<file path="config.mk">
export PLATFORM = sky130hd
export DESIGN_NAME = mem_wb_stage
export DESIGN_NICKNAME = d
export VERILOG_FILES = /design/src/rtl/mem_wb_stage_pkg.sv /design/src/rtl/mem_wb_stage_mem_wait_timer.sv /design/src/rtl/mem_wb_stage.sv
export SDC_FILE = /design/constraint.sdc
export NUM_CORES = 1
export LEC_CHECK = 0
export CORE_MARGIN = 2
export CORE_UTILIZATION = 39
export CTS_CLUSTER_DIAMETER = 80
export DETAILED_ROUTE_END_ITERATION = 6
export HOLD_SLACK_MARGIN = 0.12
export PLACE_DENSITY = 0.76
export SLEW_MARGIN = 20
export SYNTH_ARGS = -nofsm -noshare
export SYNTH_HDL_FRONTEND = slang
export SYNTH_SLANG_ARGS = --single-unit
</file>
<file path="constraint.sdc">
create_clock -name clk -period 1.36 [get_ports clk]
set_input_delay 0.408 -clock clk [delete_from_list [all_inputs] [get_ports clk]]
set_output_delay 0.408 -clock clk [all_outputs]
set_load 0.05 [all_outputs]
</file>
<file path="src/rtl/mem_wb_stage_pkg.sv">
// Shared constants and types for the MEM/WB pipeline stage.
package mem_wb_stage_pkg;

  localparam int MWB_DSIZE   = 16;
  localparam int MWB_ASIZE   = 4;
  localparam int MWB_TIMEOUT = 15;

  localparam logic [1:0] MEM_NONE  = 2'b00;
  localparam logic [1:0] MEM_LOAD  = 2'b01;
  localparam logic [1:0] MEM_STORE = 2'b10;

  typedef enum logic {
    ST_IDLE = 1'b0,
    ST_BUSY = 1'b1
  } state_e;

  // 2'b11 is reserved and behaves like a plain ALU op.
  function automatic logic is_mem_op(input logic [1:0] op);
    return (op == MEM_LOAD) || (op == MEM_STORE);
  endfunction

endpackage

</file>
<file path="src/rtl/mem_wb_stage_mem_wait_timer.sv">
// Wait counter for an outstanding data-memory access; expired is high once the
// count reaches TIMEOUT. No backpressure; clear has priority over enable.
module mem_wait_timer #(
  parameter int TIMEOUT = 15,
  localparam int CW     = $clog2(TIMEOUT + 1)
) (
  input  logic clk,
  input  logic rst,
  input  logic clr,
  input  logic en,
  output logic expired
);

  logic [CW-1:0] cnt_d, cnt_q;

  always_comb begin
    cnt_d = cnt_q;
    if (clr) begin
      cnt_d = '0;
    end else if (en) begin
      cnt_d = cnt_q + 1'b1;
    end
  end

  always_ff @(posedge clk or negedge rst) begin
    if (!rst) begin
      cnt_q <= '0;
    end else begin
      cnt_q <= cnt_d;
    end
  end

  assign expired = (cnt_q == CW'(TIMEOUT));

endmodule

</file>
<file path="src/rtl/mem_wb_stage.sv">
// MEM/WB stage: ALU ops retire 1 cycle after acceptance, loads 1 cycle after dmem_ack.
// stall holds upstream while an access is outstanding; accesses abort after TIMEOUT waits.
module mem_wb_stage
  import mem_wb_stage_pkg::*;
#(
  parameter int DSIZE   = MWB_DSIZE,
  parameter int ASIZE   = MWB_ASIZE,
  parameter int TIMEOUT = MWB_TIMEOUT
) (
  input  logic             clk,
  input  logic             rst,
  input  logic             valid_in,
  input  logic [DSIZE-1:0] alu_in,
  input  logic [DSIZE-1:0] sdata_in,
  input  logic [ASIZE-1:0] waddr_in,
  input  logic             wen_in,
  input  logic [1:0]       memop_in,
  output logic             stall,
  output logic             dmem_req,
  output logic             dmem_we,
  output logic [DSIZE-1:0] dmem_addr,
  output logic [DSIZE-1:0] dmem_wdata,
  input  logic [DSIZE-1:0] dmem_rdata,
  input  logic             dmem_ack,
  output logic             wb_wen,
  output logic [ASIZE-1:0] wb_waddr,
  output logic [DSIZE-1:0] wb_wdata,
  output logic             mem_err
);

  state_e state_d, state_q;

  logic             req_d, req_q;
  logic             we_d, we_q;
  logic [DSIZE-1:0] addr_d, addr_q;
  logic [DSIZE-1:0] sdata_d, sdata_q;
  logic [ASIZE-1:0] pend_waddr_d, pend_waddr_q;
  logic             pend_ld_d, pend_ld_q;
  logic             wb_wen_d, wb_wen_q;
  logic [ASIZE-1:0] wb_waddr_d, wb_waddr_q;
  logic [DSIZE-1:0] wb_wdata_d, wb_wdata_q;
  logic             mem_err_d, mem_err_q;

  logic tmr_clr, tmr_en, tmr_expired;
  logic accept_mem;

  mem_wait_timer #(.TIMEOUT(TIMEOUT)) u_timer (
    .clk     (clk),
    .rst     (rst),
    .clr     (tmr_clr),
    .en      (tmr_en),
    .expired (tmr_expired)
  );

  assign accept_mem = valid_in && is_mem_op(memop_in);

  always_ff @(posedge clk or negedge rst) begin
    if (!rst) begin
      state_q      <= ST_IDLE;
      req_q        <= 1'b0;
      we_q         <= 1'b0;
      addr_q       <= '0;
      sdata_q      <= '0;
      pend_waddr_q <= '0;
      pend_ld_q    <= 1'b0;
      wb_wen_q     <= 1'b0;
      wb_waddr_q   <= '0;
      wb_wdata_q   <= '0;
      mem_err_q    <= 1'b0;
    end else begin
      state_q      <= state_d;
      req_q        <= req_d;
      we_q         <= we_d;
      addr_q       <= addr_d;
      sdata_q      <= sdata_d;
      pend_waddr_q <= pend_waddr_d;
      pend_ld_q    <= pend_ld_d;
      wb_wen_q     <= wb_wen_d;
      wb_waddr_q   <= wb_waddr_d;
      wb_wdata_q   <= wb_wdata_d;
      mem_err_q    <= mem_err_d;
    end
  end

  always_comb begin
    state_d = state_q;
    if (state_q == ST_IDLE) begin
      if (accept_mem) state_d = ST_BUSY;
    end else begin
      if (dmem_ack || tmr_expired) state_d = ST_IDLE;
    end
  end

  always_comb begin
    req_d        = req_q;
    we_d         = we_q;
    addr_d       = addr_q;
    sdata_d      = sdata_q;
    pend_waddr_d = pend_waddr_q;
    pend_ld_d    = pend_ld_q;
    wb_wen_d     = 1'b0;
    wb_waddr_d   = wb_waddr_q;
    wb_wdata_d   = wb_wdata_q;
    mem_err_d    = mem_err_q;
    tmr_clr      = 1'b0;
    tmr_en       = 1'b0;
    if (state_q == ST_IDLE) begin
      if (accept_mem) begin
        req_d        = 1'b1;
        we_d         = (memop_in == MEM_STORE);
        addr_d       = alu_in;
        sdata_d      = sdata_in;
        pend_waddr_d = waddr_in;
        pend_ld_d    = (memop_in == MEM_LOAD);
        tmr_clr      = 1'b1;
      end else if (valid_in) begin
        wb_wen_d   = wen_in;
        wb_waddr_d = waddr_in;
        wb_wdata_d = alu_in;
      end
    end else begin
      // An ack arriving on the expiry cycle still completes the access.
      if (dmem_ack) begin
        req_d = 1'b0;
        if (pend_ld_q) begin
          wb_wen_d   = 1'b1;
          wb_waddr_d = pend_waddr_q;
          wb_wdata_d = dmem_rdata;
        end
      end else if (tmr_expired) begin
        req_d     = 1'b0;
        mem_err_d = 1'b1;
      end else begin
        tmr_en = 1'b1;
      end
    end
  end

  assign stall      = valid_in && (state_q == ST_BUSY);
  assign dmem_req   = req_q;
  assign dmem_we    = we_q;
  assign dmem_addr  = addr_q;
  assign dmem_wdata = sdata_q;
  assign wb_wen     = wb_wen_q;
  assign wb_waddr   = wb_waddr_q;
  assign wb_wdata   = wb_wdata_q;
  assign mem_err    = mem_err_q;

endmodule

</file>
### Word level (Yosys, flattened, before mapping)

Index checks and enable logic that the tools add are counted.

* register bits: 66
* output and inout port bits: 57
* logic and storage cells: 61

* $add $sub $neg: 1
* equal/unequal tests: 7
* mux-type cells: 28
* bitwise logic cells: 2
* reductions and logical operators: 11

Operators by type and width (number)
* $mux W16: 5
* $mux W4: 7
* $mux W1: 16
* $reduce_bool A2 Y1: 3
* $add A4 B1 Y4 const B: 1
* $eq A4 B4 Y1 const B: 1
* $ne A2 B2 Y1 const B: 2
* $reduce_and A2 Y1: 2
* $reduce_and A4 Y1: 1
* $ne A3 B2 Y1 const B: 1
* $reduce_and A3 Y1: 1
* $eq A2 B1 Y1 const B: 1
* $eq A2 B2 Y1 const B: 1
* $logic_and A1 B1 Y1: 2
* $logic_or A1 B1 Y1: 2
* $ne A2 B1 Y1 const B: 1
* $not A1 Y1: 2

### Logic depth before layout (Yosys ltp)

Gate-level depths: netlist of the first run.

* depth in word-level cells: 6
* mapped depth: 6
* gate-level depth less buffers: 5

### Modules after synthesis

Synthesis of the first run repeated with hierarchy kept, for this count alone.

* cell total of the unflattened synthesis: 183
* area, all modules: 2879.0 sq um

By module, submodules not included
* mem_wb_stage: times used 1, cells each 166, area an instance 2680.1 sq um, sequential area each 1551.5 sq um
* mem_wait_timer: times used 1, cells each 17, area an instance 198.9 sq um, sequential area each 100.1 sq um

### Worst setup path after synthesis of the first run

Ideal clock, no wire load.

* path kind: input to register
* start: input memop_in[0]
* end: register addr_q[0], in the netlist dmem_addr[0]
* setup time: 125 ps
* arrival: 1594 ps
* data required time: 1235 ps
* path slack: -359 ps
* stages on the path: 5
* cells stage by stage: inv_1 > ha_1 > or3b_4 > buf_6 > mux2_4

* word-level cells in the longest chain between the ends: 4
* elaborated cells on any way between the ends: 5

Ends and longest elaborated chain
* start, declared: line mem_wb_stage.sv:17 `input logic [1:0] memop_in,`
* $eq A2 B1 Y1 or $eq A2 B2 Y1 (tied branches): line mem_wb_stage_pkg.sv:19 `return (op == MEM_LOAD) || (op == MEM_STORE);`
* $logic_or A1 B1 Y1 (*): line mem_wb_stage_pkg.sv:19
* $logic_and A1 B1 Y1 (*): line mem_wb_stage.sv:55 `assign accept_mem = valid_in && is_mem_op(memop_in);`
* $reduce_and A2 Y1 (no source line) (*)
* end signal, assigned: line mem_wb_stage.sv:74 `addr_q <= addr_d;`
* end, declared: line mem_wb_stage.sv:35 `logic [DSIZE-1:0] addr_d, addr_q;`

Every way passes the cells marked *; elsewhere a longest branch is shown, timed or not.
A chain may end at the register's enable or synchronous reset.

### Worst setup path in the final report of the first run

* start: register state_q
* end: register sdata_q[7], in the netlist dmem_wdata[7]

* word-level cells in the longest chain between the ends: 2

Ends and longest elaborated chain
* start, declared: line mem_wb_stage.sv:31 `state_e state_d, state_q;`
* start signal, assigned: line mem_wb_stage.sv:71 `state_q <= state_d;`
* $not A1 Y1 (no source line)
* $reduce_and A2 Y1 (no source line)
* end signal, assigned: line mem_wb_stage.sv:75 `sdata_q <= sdata_d;`
* end, declared: line mem_wb_stage.sv:36 `logic [DSIZE-1:0] sdata_d, sdata_q;`

Every way passes these cells.

==> results.py, run 1 <==
metrics = {
    "setup_path": {
        "crit_type": "register to register",
        "crit_fanout": 5,
        "startpoint_type": "register",
        "cp_common_cell": "buf_6",
        "cp_top_family": "buffers and inverters",
        "path_cells": "buf_6 > buf_6 > nor3b_4 > buf_6 > buf_8 > mux2_2",
        "cp_slowest_cell": "dfrtp_2",
        "crit_arrival_ns": 1.82,
        "endpoint_kind": "register",
        "cp_data_required_time_ns": 1.58,
        "critPathBufInv": 4,
        "cpPeakStageDelay_ns": 0.43,
    },
    "pwr": {
        "power_mw": 11.50,
        "power_switching_mw": 4.333,
        "power_density_mw_per_mm2": 2052,
        "combPwrFrac": 0.553,
        "p_sw_frac": 0.3766,
        "irDropWorstVdd_mv": 1.471,
        "p_leak_nw": 2.595,
        "seq_power_share": 0.289,
        "p_clk_frac": 0.158,
        "internal-power_mw": 7.171,
    },
    "finish": {
        "fillCellCount": 438,
        "stdcell_area_mm2": 0.005605,
        "final_cell_mix": "65 x dfrtp_1, 61 x buf_12, 55 x mux2_4",
        "final_common_cell": "dfrtp_1",
        "syn_to_final_growth_pct": 94.53,
        "diodes": 0,
        "drive_gt1_frac": 0.6028,
        "nets": 412,
    },
    "global_routing": {
        "grt_max_degree": 67,
        "antenna_found_initial": 0,
        "gr-total-overflow": 0,
        "grt_pass1_wl_um": 12390,
        "grt_pass1_vias": 2325,
        "track_usage": 0.1941,
    },
    "sta": {
        "fin_skew_ns": 0.005799,
        "fin_ws_ns": -0.2365,
        "max_clock_freq_mhz": 626.4,
        "rsz0062_at_grt": "true",
        "hold_viol": 0,
        "fin_crit_ns": 1.596,
        "period_share": 1.174,
        "maxSlewViolCount": 0,
        "setup_viol": 65,
        "tightest_slew_ns": 0.3523,
        "slew_headroom": 0.7651,
    },
    "die": {
        "coreArea_mm2": 0.007214,
        "row_count": 31,
        "die-area_mm2": 0.008092,
        "die_h_um": 89.96,
        "start_util": 0.3994,
        "die_w_um": 89.96,
        "ioPinCount": 116,
    },
    "synth": {
        "syn-cell-area_mm2": 0.002882,
        "ys_seq_area_frac": 0.5732,
        "post_synth.cell_area_avg_um2": 15.58,
        "netlist_instances": 185,
        "ys.warnings.count": 0,
        "ys_types": 25,
        "synthesis.nets": 247,
        "ys_ff_latch": 66,
    },
    "detailed_routing": {
        "wl_per_cell_um": 17.84,
        "drt_first_iter_violations": 90,
        "viasPerCell": 4.837,
        "postRouteWirelength_um": 8098,
        "remaining_drc_errors": 0,
        "dr.pass1.iters": 4,
        "ant_nets": 0,
        "vias": 2196,
    },
    "placement": {
        "place_area_mm2": 0.004995,
        "place_ws_ns": -0.9018,
        "place.gp.congestion": 0.7291,
        "numPortBuffers": 115,
        "dpl.hpwl_um": 4933,
    },
    "cts": {
        "clockBufferDepth": 2,
        "cts_buffers": 9,
        "cts_tree": "built",
        "cts_sinks": 66,
        "h-tree-depth": 3,
        "clk_latency_ns": 0.34,
        "cts_root_buf": "clkbuf_8",
        "clk_pin_slew_ns": 0.07,
    },
    "outcome": {
        "status": "finished, violations left",
        "violations": "setup timing",
    },
    "run": {
        "maxCapViolations": 0,
    },
    "worst_hold_path": {
        "hp-class": "primary input to register",
    },
}
-- layer usage --
layer / routed length [µm] / track usage / vias up
met5: 0 / 0 / -
met4: 127 / 0.06538 / 0
met3: 530 / 0.06203 / 12
met2: 3911 / 0.2973 / 79
met1: 3528 / 0.2627 / 1101
li1: - / - / 1004
-- cells by family after synthesis --
kind of cell               Yosys count  share of synthesized area
muxes                               80                     0.3339
DFF                                 66                     0.5732
and+or+nand+nor                     16                    0.03474
buffers and inverters               14                    0.03039
AOI/OAI and AO/OA                    6                    0.01476
adders and majority gates            3                    0.01303
-- power groups by stage --
| stage | Sequential, mW | Clock [mW] | Combinational [mW] |
|---|---|---|---|
| CTS | 3.31 | 1.85 | 6.14 |
| finish | 3.33 | 1.81 | 6.36 |
| global placement | 3.29 | 0 | 5.93 |
| floorplan | 4.95 | 0 | 1.18 |
| detailed placement | 3.33 | 0 | 6.01 |
| global route | 3.40 | 1.95 | 6.57 |
-- worst register-to-register path, stage by stage (launching register included) --
cell	delay [ns]
dfrtp_2	0.43
buf_6	0.14
buf_6	0.11
nor3b_4	0.21
buf_6	0.15
buf_8	0.13
mux2_2	0.33
-- path summary, 6_finish.rpt --
check                                start              end  slack, ns  depth (start not counted)
max in group asynchronous              rst          state_q       0.43                          3
min in group asynchronous              rst    dmem_wdata[1]       0.64                          3
min                            memop_in[1]          dmem_we       0.48                          3
max                                state_q    dmem_wdata[7]      -0.24                          6
max reg2reg                        state_q    dmem_wdata[7]      -0.24                          6
min reg2reg                pend_waddr_q[3]  pend_waddr_q[3]       0.51                          1
-- final cells by class --
cell class / count / area (µm²) / area share
Clock buffer: 11 / 141.4 / 0.02522
Multi-Input combinational cell: 108 / 1386 / 0.2473
Inverter: 5 / 21.27 / 0.003795
Timing Repair Buffer: 160 / 2202 / 0.3929
Clock inverter: 5 / 77.57 / 0.01384
Sequential cell: 66 / 1653 / 0.2949
Tap cell: 99 / 123.9 / 0.02210
-- sequential cells by signal, indices dropped and copies added (netlist names) --
| signal | flops |
|---|---|
| dmem_addr | 16 |
| dmem_wdata | 16 |
| wb_wdata | 16 |
| pend_waddr_q | 4 |
| u_timer.cnt_q | 4 |
| wb_waddr | 4 |
| dmem_req | 1 |
| dmem_we | 1 |
| mem_err | 1 |
| pend_ld_q | 1 |
| state_q | 1 |
| wb_wen | 1 |
-- per-stage QoR --
stage | setup TNS [ns] | util | cells | hold slack [ns]
after floorplan | -10.72 | - | 185 | 0.1124
after CTS | -11.05 | 0.7435 | 442 | 0.4726
final | -12.59 | 0.7770 | 454 | 0.4817
after global routing | -14.88 | 0.7770 | 454 | 0.4745
after detailed placement | -55.62 | 0.6923 | 417 | 0.4560
after global placement | -54.05 | 0.6923 | 417 | 0.4568
-- cell usage after synthesis --
cell type,number,area [µm²]
buf_2,4,20.02
ha_1,3,37.54
nor3b_2,1,12.51
o21ai_0,1,5.000
nor2_1,1,3.750
buf_6,3,33.78
a311oi_1,1,8.760
nor2b_1,1,6.260
dfrtp_1,66,1652
and2_1,1,6.260
and4b_1,1,10.01
a21oi_1,2,10.01
mux2_4,17,255.2
nand3_1,2,10.01
and4_1,1,8.760
mux2_2,61,686.9
a41o_1,1,10.01
mux2i_1,2,20.02
nor3_1,1,5.000
buf_4,2,15.01
or3b_4,1,11.26
nand2_1,5,18.77
a41oi_1,1,8.760
nand3b_1,1,7.510
inv_1,5,18.77
-- what timing repair did --
action | CTS | global route
buffers inserted | 6 | 8
gates resized for setup | 26 | 31
pin swaps | 5 | 7
endpoints found under the setup margin | 66 | 70
hold buffers | 1 | 0
hold endpoints to repair | 66 | 0
cloned | 2 | 5
No activity file was read; power rests on OpenSTA's default activity.
==> run 2: changes to the inputs <==
CAP_MARGIN = 20   (was unset)
CORE_MARGIN = unset   (was 2)
==> results.py, run 2 (synthesis results as in run 1) <==
metrics = {
    "finish": {
        "syn_to_final_growth_pct": 95.48,
        "final_util": 0.8068,
        "final_common_cell": "dfrtp_1",
        "nets": 422,
        "stdcell_area_mm2": 0.005633,
        "drive_gt1_frac": 0.6082,
        "final_cell_mix": "64 x dfrtp_1, 61 x buf_12, 57 x mux2_4",
        "diodes": 0,
    },
    "die": {
        "die-area_mm2": 0.007736,
        "row_count": 30,
        "die_h_um": 87.96,
        "start_util": 0.4127,
        "ioPinCount": 116,
        "coreArea_mm2": 0.006982,
        "die_w_um": 87.96,
    },
    "detailed_routing": {
        "dr.pass1.iters": 4,
        "remaining_drc_errors": 0,
        "drt_first_iter_violations": 61,
        "postRouteWirelength_um": 8387,
        "vias": 2266,
        "viasPerCell": 4.915,
        "ant_nets": 0,
        "wl_per_cell_um": 18.19,
    },
    "cts": {
        "cts_tree": "built",
        "clk_latency_ns": 0.33,
        "cts_buffers": 9,
        "cts_sinks": 66,
        "clockBufferDepth": 2,
        "cts_root_buf": "clkbuf_8",
        "clk_pin_slew_ns": 0.07,
        "h-tree-depth": 3,
    },
    "setup_path": {
        "path_cells": "buf_4 > inv_4 > ha_4 > buf_4 > nor3b_4 > buf_6 > buf_6 > buf_12 > mux2_4",
        "reg2reg_slack_ns": -0.25,
        "endpoint_kind": "register",
        "cp_slowest_cell": "mux2_4",
        "crit_type": "primary input to register",
        "cp_data_required_time_ns": 1.57,
        "cpPeakStageDelay_ns": 0.30,
        "startpoint_type": "primary input",
        "crit_arrival_ns": 1.82,
        "crit_fanout": 6,
    },
    "pwr": {
        "p_sw_frac": 0.3872,
        "power_density_mw_per_mm2": 2008,
        "irDropWorstVdd_mv": 1.099,
        "seq_power_share": 0.294,
        "p_leak_nw": 2.631,
        "p_clk_frac": 0.126,
        "combPwrFrac": 0.580,
        "power_switching_mw": 4.379,
        "power_mw": 11.31,
        "internal-power_mw": 6.931,
    },
    "sta": {
        "tightest_slew_ns": 0.3614,
        "max_clock_freq_mhz": 621.3,
        "fin_ws_ns": -0.2495,
        "rsz0062_at_grt": "true",
        "slew_headroom": 0.7591,
        "fin_skew_ns": 0.008341,
        "fin_crit_ns": 1.609,
        "period_share": 1.183,
        "setup_viol": 64,
        "maxSlewViolCount": 0,
        "tns_ns": -12.17,
        "hold_viol": 0,
    },
    "global_routing": {
        "grt_pass1_vias": 2502,
        "antenna_found_initial": 0,
        "grt_max_degree": 67,
        "track_usage": 0.2289,
        "grt_pass1_wl_um": 13160,
        "gr-total-overflow": 0,
    },
    "run": {
        "maxCapViolations": 0,
    },
    "placement": {
        "place_ws_ns": -0.9466,
        "dpl.hpwl_um": 5134,
        "numPortBuffers": 115,
        "place.gp.congestion": 0.6874,
        "place_area_mm2": 0.005009,
    },
    "outcome": {
        "status": "finished, violations left",
        "violations": "setup timing",
    },
    "worst_hold_path": {
        "hp-class": "primary input to register",
    },
}
==> run 2: path summary, 6_finish.rpt <==
path | from | endpoint | depth (start not counted)
worst max-delay path | memop_in[0] | dmem_wdata[10] | 9
worst min-delay path | memop_in[1] | dmem_we | 3
worst max register to register | state_q | dmem_wdata[10] | 6
worst min register to register | pend_waddr_q[3] | pend_waddr_q[3] | 1
max in group asynchronous | rst | state_q | 3
min in group asynchronous | rst | dmem_wdata[8] | 3
==> run 2: layout make-up <==
cell class | instances | area, µm²
tap | 96 | 120.1
sequential | 66 | 1654
clock buffer | 13 | 148.9
clock inverter | 3 | 15.01
fill | 393 | 1349
timing repair buffer | 170 | 2290
multi-input combinational | 108 | 1384
inverter | 5 | 21.27
==> run 2: power by group through the flow <==
stage          clock, mW  combinational [mW]  sequential, mW
6_report            1.42                6.56            3.33
5_1_grt             1.56                6.79            3.40
4_1_cts             1.45                6.34            3.33
3_5_place_dp           0                6.04            3.34
3_3_place_gp           0                5.95            3.30
2_1_floorplan          0                1.18            4.95
==> run 2: critical path: cells and delay by family <==
kind          cells  cell delay (ns)
mux               1             0.30
buf+inv           6             0.70
fa+ha+maj         1             0.20
simple gates      1             0.20
==> run 2: layer usage <==
| layer | up-vias | share of wire | global-route usage |
|---|---|---|---|
| met4 | 0 | 0.012 | 0.06855 |
| met5 | - | 0 | 0 |
| met2 | 83 | 0.50 | 0.3834 |
| met3 | 11 | 0.068 | 0.07352 |
| met1 | 1156 | 0.42 | 0.2824 |
| li1 | 1016 | - | - |
==> run 2: metrics by stage <==
stage | hold WS [ns] | cells
floorplan | 0.1124 | 185
global placement | 0.4588 | 413
detailed placement | 0.4571 | 413
CTS | 0.4449 | 446
global route | 0.4567 | 461
finish | 0.4646 | 461
==> run 2: timing repair <==
action,CTS,global route
hold endpoints to repair,66,0
resized for setup,48,15
pin swaps,6,6
hold buffers,1,0
buffers inserted,10,17
endpoints found under the setup margin,66,82
cloned,7,0
